[config.mk]
export PLATFORM = sky130hd
export DESIGN_NAME = demux_stream
export DESIGN_NICKNAME = d
export VERILOG_FILES = /design/src/rtl/demux_stream.sv
export SDC_FILE = /design/constraint.sdc
export NUM_CORES = 1
export LEC_CHECK = 0
export BUFFER_PORTS_ARGS = -buffer_cell sky130_fd_sc_hd__buf_2
export CAP_MARGIN = 0
export CORE_MARGIN = 3
export CORE_UTILIZATION = 50
export CTS_BUF_LIST = sky130_fd_sc_hd__clkbuf_8
export CTS_CLUSTER_SIZE = 28
export DETAILED_ROUTE_END_ITERATION = 12
export GPL_ROUTABILITY_DRIVEN = 0
export PLACE_DENSITY_LB_ADDON = 0.15
export SKIP_LAST_GASP = 1
export SYNTH_ARGS = -nofsm -noshare
export SYNTH_HDL_FRONTEND = slang
export SYNTH_SLANG_ARGS = --single-unit
[constraint.sdc]
create_clock -name clk -period 2.5 [get_ports clk]
set_clock_uncertainty 0.15 [all_clocks]
set_input_delay 0.625 -clock clk [delete_from_list [all_inputs] [get_ports clk]]
set_output_delay 0.625 -clock clk [all_outputs]
set_load 0.005 [all_outputs]
[src/rtl/demux_stream.sv]
// demux_stream: registered 1-to-CH stream demultiplexer with packet-locked routing.
//
// The destination selector is sampled on the first beat of a packet and held
// until the beat carrying in_last. Each output channel has its own one-entry
// register, so a stalled consumer only backpressures packets aimed at it.
// A first beat whose selector is >= CH drops the whole packet and pulses err.
//
// Optional feature macro: DEMUX_BCAST_EN
//   When defined, adds the bcast input. A packet whose first beat has bcast
//   high is written to every channel at once, with no partial writes.
//
// Ports:
//   clk        rising-edge clock
//   rst        synchronous active-high reset
//   in_data    input word (WIDTH)
//   in_sel     destination channel, sampled on first beat (SEL_W)
//   in_last    final beat of packet
//   in_valid   input word present
//   bcast      broadcast request, sampled with in_sel (DEMUX_BCAST_EN only)
//   in_ready   input word accepted when in_valid is also high
//   out_data   channel k at [k*WIDTH +: WIDTH]
//   out_last   per-channel last flag
//   out_valid  per-channel word present
//   out_ready  per-channel consumer ready
//   err        one-cycle pulse after accepting a first beat with in_sel >= CH
module demux_stream #(
  parameter int WIDTH = 8,
  parameter int CH    = 4,
  parameter int SEL_W = $clog2(CH)
) (
  input  logic                  clk,
  input  logic                  rst,
  input  logic [WIDTH-1:0]      in_data,
  input  logic [SEL_W-1:0]      in_sel,
  input  logic                  in_last,
  input  logic                  in_valid,
`ifdef DEMUX_BCAST_EN
  input  logic                  bcast,
`endif
  output logic                  in_ready,
  output logic [CH*WIDTH-1:0]   out_data,
  output logic [CH-1:0]         out_last,
  output logic [CH-1:0]         out_valid,
  input  logic [CH-1:0]         out_ready,
  output logic                  err
);

  typedef enum logic {
    IDLE,
    PKT
  } state_t;

  localparam logic [SEL_W:0] CH_LIM = (SEL_W+1)'(CH);

  state_t           state, state_nx;
  logic [SEL_W-1:0] cur_sel;
  logic [SEL_W-1:0] target;
  logic             first_beat;
  logic             target_bad;
  logic             bcast_eff;
  logic             accept;
  logic             err_nx;
  logic [CH-1:0]    can_take;
  logic [CH-1:0]    load;

`ifdef DEMUX_BCAST_EN
  logic bcast_q;

  always_ff @(posedge clk) begin
    if (rst) begin
      bcast_q <= 1'b0;
    end else if (accept && first_beat) begin
      bcast_q <= bcast;
    end
  end

  assign bcast_eff = first_beat ? bcast : bcast_q;
`else
  assign bcast_eff = 1'b0;
`endif

  always_comb begin
    first_beat = (state == IDLE);
    // An out-of-range selector is latched into cur_sel as-is, so the rest of
    // the packet stays out of range and is dropped without a separate flag.
    target     = first_beat ? in_sel : cur_sel;
    target_bad = ({1'b0, target} >= CH_LIM);
    can_take   = ~out_valid | out_ready;

    in_ready = 1'b0;
    if (bcast_eff) begin
      in_ready = &can_take;
    end else if (target_bad) begin
      in_ready = 1'b1;
    end else begin
      for (int unsigned k = 0; k < CH; k++) begin
        if (target == SEL_W'(k)) begin
          in_ready = can_take[k];
        end
      end
    end

    accept = in_valid && in_ready;

    load = '0;
    if (accept) begin
      if (bcast_eff) begin
        load = '1;
      end else if (!target_bad) begin
        for (int unsigned k = 0; k < CH; k++) begin
          if (target == SEL_W'(k)) begin
            load[k] = 1'b1;
          end
        end
      end
    end

    err_nx = accept && first_beat && target_bad && !bcast_eff;

    state_nx = state;
    case (state)
      IDLE: if (accept && !in_last) state_nx = PKT;
      PKT:  if (accept && in_last)  state_nx = IDLE;
      default: state_nx = IDLE;
    endcase
  end

  always_ff @(posedge clk) begin
    if (rst) begin
      state   <= IDLE;
      cur_sel <= '0;
      err     <= 1'b0;
    end else begin
      state <= state_nx;
      err   <= err_nx;
      if (accept && first_beat) begin
        cur_sel <= in_sel;
      end
    end
  end

  always_ff @(posedge clk) begin
    if (rst) begin
      out_valid <= '0;
      out_last  <= '0;
      out_data  <= '0;
    end else begin
      for (int unsigned k = 0; k < CH; k++) begin
        if (load[k]) begin
          out_data[k*WIDTH +: WIDTH] <= in_data;
          out_last[k]                <= in_last;
          out_valid[k]               <= 1'b1;
        end else if (out_ready[k]) begin
          out_valid[k] <= 1'b0;
        end
      end
    end
  end

endmodule
==> out/results.txt, run 1 <==
The worst min-delay path endpoint is cur_sel[1]. Setup violations remaining at the end of the flow were counted as 0. The startpoint of the most critical hold path is cur_sel[1]. Ranked by total cell area, the synthesized netlist is headed by dfxtp_1 (53%), mux2i_1 (25%), nor2_1 (8.4%).

Based on the critical path, the design can be clocked at up to 425 MHz. Of the post-synthesis cell area, the dominant cell type holds 53.4%. Once detail routing completed, the nets flagged for antenna violations numbered 0. Counting flops with a built-in enable in the synthesized netlist gives 0. The number of instances on the worst hold path was 2; the number of top-level pins was 60. In this run, CTS created clock tree buffers numbering 5.

The via count of the first global-routing pass was 1304; the transition time at the pin with the least slew margin was 0.565 ns. Global routing used 19.5% of the available tracks across all layers. The final count of pins violating max slew was 0.

Using the TritonRoute via totals, the vias-per-cell ratio works out to 4.97. Detailed routing inserted a total of 1281 vias. Summed over all cells, the static leakage comes to 0.00118 µW.

The post-layout net count is 233. Fill cells in the final layout number 242. During placement, the flow inserted port buffers numbering 58.

The sum of routed wire length over all layers was 3.58 mm. The critical path goes through mux2_4 > mux2i_1 > mux2i_1 > buf_2. By count the netlist is led by dfxtp_1 (43), mux2i_1 (40), nor2_1 (36), a21oi_1 (6). The tools report the number of detailed-routing iterations run before antenna repair as 4. In this run the worst path has a maximum fanout of 7. Clock tree synthesis selected as its root buffer the cell clkbuf_8. The worst setup path is launched from a register. Power per standard cell area: 708 nW/µm². In the synthesized netlist the dominant register cell turns out to be dfxtp_1. The area growth from synthesis to layout is 27.6%, and the initial antenna violation count is 0. For the number of endpoints with negative hold slack in the final report, the log shows 0. The largest stage delay on the critical path came out at 0.40 ns. The area of the core is 2900 µm². The die covers 3940 µm². The critical path is of the register to primary output type.

For the number of maximum-capacitance violations, the log shows 0. Yosys mapped the design onto 22 distinct sky130hd cell types. Counting every instance in the synthesized netlist gives 156.

The path category of the worst min-delay check was register to register. The starting density of the core was 55.6%. Setup repair after global routing left no endpoint under its margin.

In the final timing run, aggregate negative setup slack is 0 ns. After global routing the overflow that remains totals 0. The design draws 1460 µW. Of the synthesized area, sequential elements account for 53.4%. Row generation in the floorplan step produced 19 rows. Dividing the detail-routed wire length by the instance count gives 13.9 µm. The largest area contributor in the synthesized netlist is dfxtp_1.

The number of cells on the worst reg-to-reg path is 5. The standard cell with the maximum stage delay on the critical path was dfxtp_2. The wire-length estimate of the detail-placed layout is 2.56 mm. TritonCTS built the clock tree. The die is 62.8 µm wide. Once placement completed, the tool counted placed cells totaling 250.

Of the available clock period, the critical path in the final layout requires 94.0%. The flow ran to the end, and the final reports show no timing, DRC or antenna violations. The minimum clock period works out to 2.35 ns. For the worst-skew pair, the clock arrives at the later sink with an insertion delay of 0.29 ns.

The number of hold buffers added after CTS was 0. The number of nets in the synthesized netlist is 174. Measured along the y axis, the die boundary spans 62.8 µm. For this run, the number of standard cells in the final layout without fillers is 258.

The worst vdd rail ir drop is 0.565 mV, and the async set-reset flop share out of synthesis is 0%. During synthesis, Yosys emitted a total of 0 warnings. The endpoint identified for the worst register-to-register timing path is out_data[7]. Each instance of the synthesized netlist takes up on average 10.3 µm². For the maximum count of clock buffers along a single path, the log shows 2.

The tools report the data required time at the worst endpoint as 1.73 ns. For this design, the sink count on the clock tree is 43. Worst endpoint data arrival time: 1.58 ns. Entering global routing, the biggest net connects 25 pins. Synthesis inferred 43 register bits.

The setup check on the worst reg-to-reg path leaves a slack of 0.37 ns. Among all cell types in the netlist, the one instantiated most often is dfxtp_1. The cell area that synthesis handed to floorplanning was 1610 µm². The wire length of the first global-routing pass was 6.05 mm. The buffer and inverter count on the worst path came out at 1.

The family of cells with the greatest summed delay on the critical path is multiplexers. CTS built an H-tree with a depth of 2. The clock-pin slew reported for the worst setup and hold paths after clock tree synthesis came out at 0.07 ns.

For the detailed router's first-iteration violation count, the log shows 67. The number of antenna diodes in the final layout is 0. The worst relative slew slack is 62.3%. Counting stages on the worst path, the most repeated cell is mux2i_1.

The fraction of layout cells with a size suffix above 1 is 33.8%, and the residual DRC count is 0. The worst setup path is captured at a primary output.
-- metrics by stage --
step,hold WS [ns],instance area (µm²),utilization [%],worst slack (ns)
final,0.330,2060,70.9,0.149
after global routing,0.370,2060,70.9,0.0669
after CTS,0.329,2060,70.9,0.0590
after detailed placement,0.318,1940,66.8,0.157
after global placement,0.310,1940,66.8,0.210
after floorplan,0.303,1610,-,0.493
-- logic make-up after synthesis --
kind of cell / after synthesis / synth area share [%]
multiplexers: 41 / 25.8
flip-flops: 43 / 53.4
buffers and inverters: 11 / 3.11
AND/OR/NAND/NOR: 50 / 13.9
other: 1 / 0.233
AO/OA/AOI/OAI: 10 / 3.57
-- area by class of cell --
class | count | area, µm² | area share, %
flip-flops and latches | 43 | 862 | 41.9
multi-input cells | 102 | 701 | 34.1
repair buffers | 62 | 320 | 15.6
clock buffers | 6 | 82.6 | 4.01
well taps | 42 | 52.6 | 2.55
clock inverters | 2 | 35.0 | 1.70
inverters | 1 | 3.75 | 0.182
-- routing by layer --
layer	part of all wire [%]	up-vias	wire (µm)	track usage, %
li1	-	637	-	-
met1	43	599	1530	21.3
met2	49	39	1770	34.1
met3	6.8	6	242	7.37
met4	1.3	0	48	7.44
met5	0	-	0	0
-- how the worst max path moves through the flow --
stage,startpoint,end,cells after the start
final,register,in_ready,4
after global routing,register,in_ready,4
after CTS,register,in_ready,4
after detailed placement,in_sel[1],out_data[4],6
after global placement,in_sel[1],out_data[5],6
after floorplan,in_sel[1],out_data[0],6
-- power by group --
group          switching [µW]  internal (µW)
Sequential               18.3            718
Clock                     227            323
Combinational            88.0           83.2
-- cells in the final DEF (no fill, tap or decap) --
| cell type | count |
|---|---|
| buf_4 | 4 |
| a21oi_1 | 6 |
| o21ai_0 | 2 |
| nand4_1 | 1 |
| buf_2 | 58 |
| conb_1 | 1 |
| mux2i_1 | 40 |
| clkbuf_8 | 6 |
| inv_1 | 1 |
| dfxtp_1 | 42 |
| bufinv_16 | 1 |
| nor2_1 | 36 |
| mux2_4 | 1 |
| or3_1 | 1 |
| nand3b_1 | 1 |
| nor2b_1 | 1 |
| o22a_1 | 1 |
| nor3_1 | 1 |
| a31o_2 | 1 |
| or3b_1 | 2 |
| clkinv_2 | 1 |
| nand2b_1 | 5 |
| nand3_1 | 1 |
| nand2_1 | 1 |
| dfxtp_2 | 1 |
-- registers in the layout, summed over array words and instances (netlist names), named ones only --
register and flops:
out_last 4, out_data 32, cur_sel 2, out_valid 4
-- worst min-delay path, stage by stage (launching register included) --
cell,delay (ns)
dfxtp_1,0.31
o21ai_0,0.06
a21oi_1,0.06
-- what timing repair did --
item | CTS | global route
resized for setup | 0 | 1
buffers inserted | 0 | 0
setup endpoints to repair | 0 | 1
No activity file was read; power rests on OpenSTA's default activity.
==> run 2: changes to the inputs <==
ABC_AREA = 1   (was unset)
CORE_UTILIZATION = 53   (was 50)
==> run 2 against run 1 <==
Against the previous run:
- cell area is 21% higher
- critical path depth rose by 3
- non-clock buffer count grew 2
- global-route usage rose by 1.6 points
- die area rose by 20%
- clock power shrank 20%
- first-iteration DRC count up 73%
- maximum frequency is 7.6% higher
- synthesized cell count up 100%
- combinational power rose by 82%
- flip-flop and latch count stayed put
==> out/results.txt, run 2 <==
Maximum count of clock buffers along a single path: 2 (unchanged). The number of vias in the routed layout was 1957 (+53%). The residual DRC count was 0 (unchanged); the maximum number of pins on one net before global-route repair was 23 (-8.0%).

The power consumption was 1520 µW (+4.3%); the count of buffers added by post-CTS timing repair for setup was 0 (unchanged). The run gives 21.1% (+1.6 points) as the all-layer global routing usage. TritonCTS built the clock tree. Area share of the leading cell type in the synthesized netlist: 41.2% (-12 points). Setup repair after global routing left no endpoint under its margin. The ratio of routed vias to standard cells came out at 4.68 (-5.7%).

The number of diodes added for antenna fixing came out at 0 (unchanged). The run gives 2090 µm² (+30%) as the summed instance area of the synthesized netlist. The post-cts resize count is 0 (unchanged), and the number of flip-flops and latches in the synthesized netlist is 43 (unchanged).

The power per standard cell area came out at 609 nW/µm² (-14%). The dominant cell by count in the synthesized netlist is inv_1. The worst endpoint data arrival time was 1.41 ns (-0.17 ns). Largest area contributor in the synthesized netlist: dfxtp_1.

The run gives 1.73 ns (about the same) as the data required time at the worst endpoint. The total of fill cells in the finished design is 363 (+50%), and the multi-input logic area is 847 µm² (+21%). Floorplan die area: 4730 µm² (+20%). Yosys attributes the largest share of cell area to dfxtp_1 (41%), inv_1 (14%), nand2_1 (12%). For the final core utilization, the log shows 66.6% (-4.3 points). The detailed router's first-iteration violation count is 116 (+73%). The tools report the sum of routed wire length over all layers as 4.57 mm (+27%). The critical path is of the register to primary output type.

The run gives 330 (+90%) as the number of nets in the synthesized netlist. The starting density of the core is 55.8% (+0.25 points). The count of antenna-violating nets left after detailed routing was 0 (unchanged); the quantity of I/O buffers inserted on ports was 58 (unchanged). The minimum clock period was 2.18 ns (-0.166 ns).

The capturing element type of the critical path is a primary output. The number of flops mapped to enable cells by yosys works out to 0 (unchanged). The chip height is 68.8 µm (+9.6%). Among all flip-flop cells after synthesis, the most frequent one is dfxtp_1. Number of flip-flops under the largest register name: 32 (unchanged). The number of top-level pins is 60 (unchanged). The run finished with clean final reports. The via count of the first global-routing pass was 1611 (+24%). The logs give 3740 µm² (+29%) for the area of the core and 0 (unchanged) for the initial antenna violation count.

The number of rows created at floorplan is 22 (+3), and the maximum fanout encountered on the critical timing path is 7 (unchanged). The largest registers in the layout are out_data: 32 flops, out_last: 4 flops, out_valid: 4 flops. The number of maximum-capacitance violations came out at 0 (unchanged).

The post-layout net count was 388 (+67%); the hold-fix buffer count after cts was 0 (unchanged). The area growth from synthesis to layout is 19.4%. The mean instance size in the synthesized netlist came out at 6.70 µm² (-35%).

The async set-reset flop share out of synthesis works out to 0% (unchanged). The number of detailed-routing iterations run before antenna repair is 4 (unchanged). The fraction of layout cells with a size suffix above 1 came out at 23.2% (-11 points).

The average wire length per cell after detail routing came out at 10.9 µm (-21%). The clock-pin slew reported for the worst setup and hold paths after clock tree synthesis works out to 0.07 ns (about the same). The setup TNS is 0 ns (unchanged), and the remaining global-route overflow is 0 (unchanged). The die boundary width is 68.8 µm (+9.6%).

The logs give 43 (unchanged) for the total number of clock tree sinks and 2 (unchanged) for the CTS H-tree depth. The number of warnings reported in the yosys synthesis log is 0 (unchanged), and the number of endpoints with negative hold slack in the final report is 0 (unchanged). The logs give 3.35 mm (+31%) for the half-perimeter wire length after detailed placement and 5 (unchanged) for the clock buffer count from CTS. The tools report the root buffer selected by CTS as clkbuf_8. The library cell used most frequently in the layout, excluding fill and tap cells, is inv_1.

The combined flip-flop and latch cell area was 861 µm² (-0.15%). The number of distinct library cell variants in the gate-level netlist after synthesis was 20 (-9.1%). The final count of pins violating max slew came out at 0 (unchanged). By count the netlist is led by inv_1 (79), nand2_1 (67), dfxtp_1 (43), nor2_1 (35), nand4_1 (29). The wire length of the first global-routing pass came out at 7.39 mm (+22%). Worst vdd rail ir drop: 0.320 mV (-43%). Most flop-heavy register: out_data.

The tools report the number of standard cells after synthesis as 312 (+100%). Fraction of the cycle the final worst path needs: 87.4% (-6.6 points). The sequential fraction of the synthesis area was 41.2% (-12 points); the clock latency reported for the late side of the worst-skew pair was 0.29 ns (about the same). STA classifies the critical path startpoint as a register.

The cell leakage power came out at 0.00141 µW (+19%). Number of setup violations in the final report: 0 (unchanged). In this run the worst hold path is classified as register to register. For the maximum clock rate, the log shows 458 MHz (+7.6%). For the worst hold slack across all endpoints, the log shows 0.359 ns (+0.0284 ns). In the layout the commonest cells are inv_1 (79), nand2_1 (67), buf_2 (58).
## run 2: where the power goes
part / switching, µW / total (µW) / internal (µW)
Combinational: 189 / 311 / 122
Sequential: 27.4 / 769 / 741
Clock: 224 / 440 / 217
## run 2: final cells by class
cell class              instances  share of cell area [%]
flip-flops and latches         43                    34.5
multi-input cells             175                    34.0
repair buffers                 64                    13.4
inverters                      81                    12.2
clock buffers                   6                    3.31
well taps                      48                    2.41
clock inverters                 1                   0.201
## run 2: cell families after synthesis
group	count (synthesis)	synth area share (%)
compound gates	23	5.51
simple gates	151	34.9
other cells	1	0.179
flops	43	41.2
buf+inv	94	18.3
## run 2: path summary, 6_finish.rpt
check               start           end  slack (ns)  depth (start not counted)
max              register      in_ready        0.32                          7
min          out_data[23]  out_data[23]        0.36                          4
max reg2reg      register   out_last[2]        0.64                         11
min reg2reg  out_data[23]  out_data[23]        0.36                          4
## run 2: worst max-delay path, stage by stage (launching register included)
cell and delay [ns]:
dfxtp_1 0.43, inv_2 0.10, nand2_1 0.08, nand2_2 0.08, nand3_1 0.10, nand2_2 0.09
nor2_8 0.12, buf_2 0.12
## run 2: per-layer routing
metal | wire, µm | vias up | track usage (%)
li1 | - | 1052 | -
met1 | 2230 | 839 | 29.5
met2 | 1960 | 59 | 31.7
met3 | 315 | 7 | 5.35
met4 | 57 | 0 | 6.81
met5 | 0 | - | 0
## run 2: stage by stage
step	cells	setup WS, ns	area [µm²]
floorplan	312	0.407	2090
global placement	411	0.385	2410
detailed placement	411	0.334	2410
CTS	418	0.300	2490
global route	418	0.195	2490
finish	418	0.315	2490
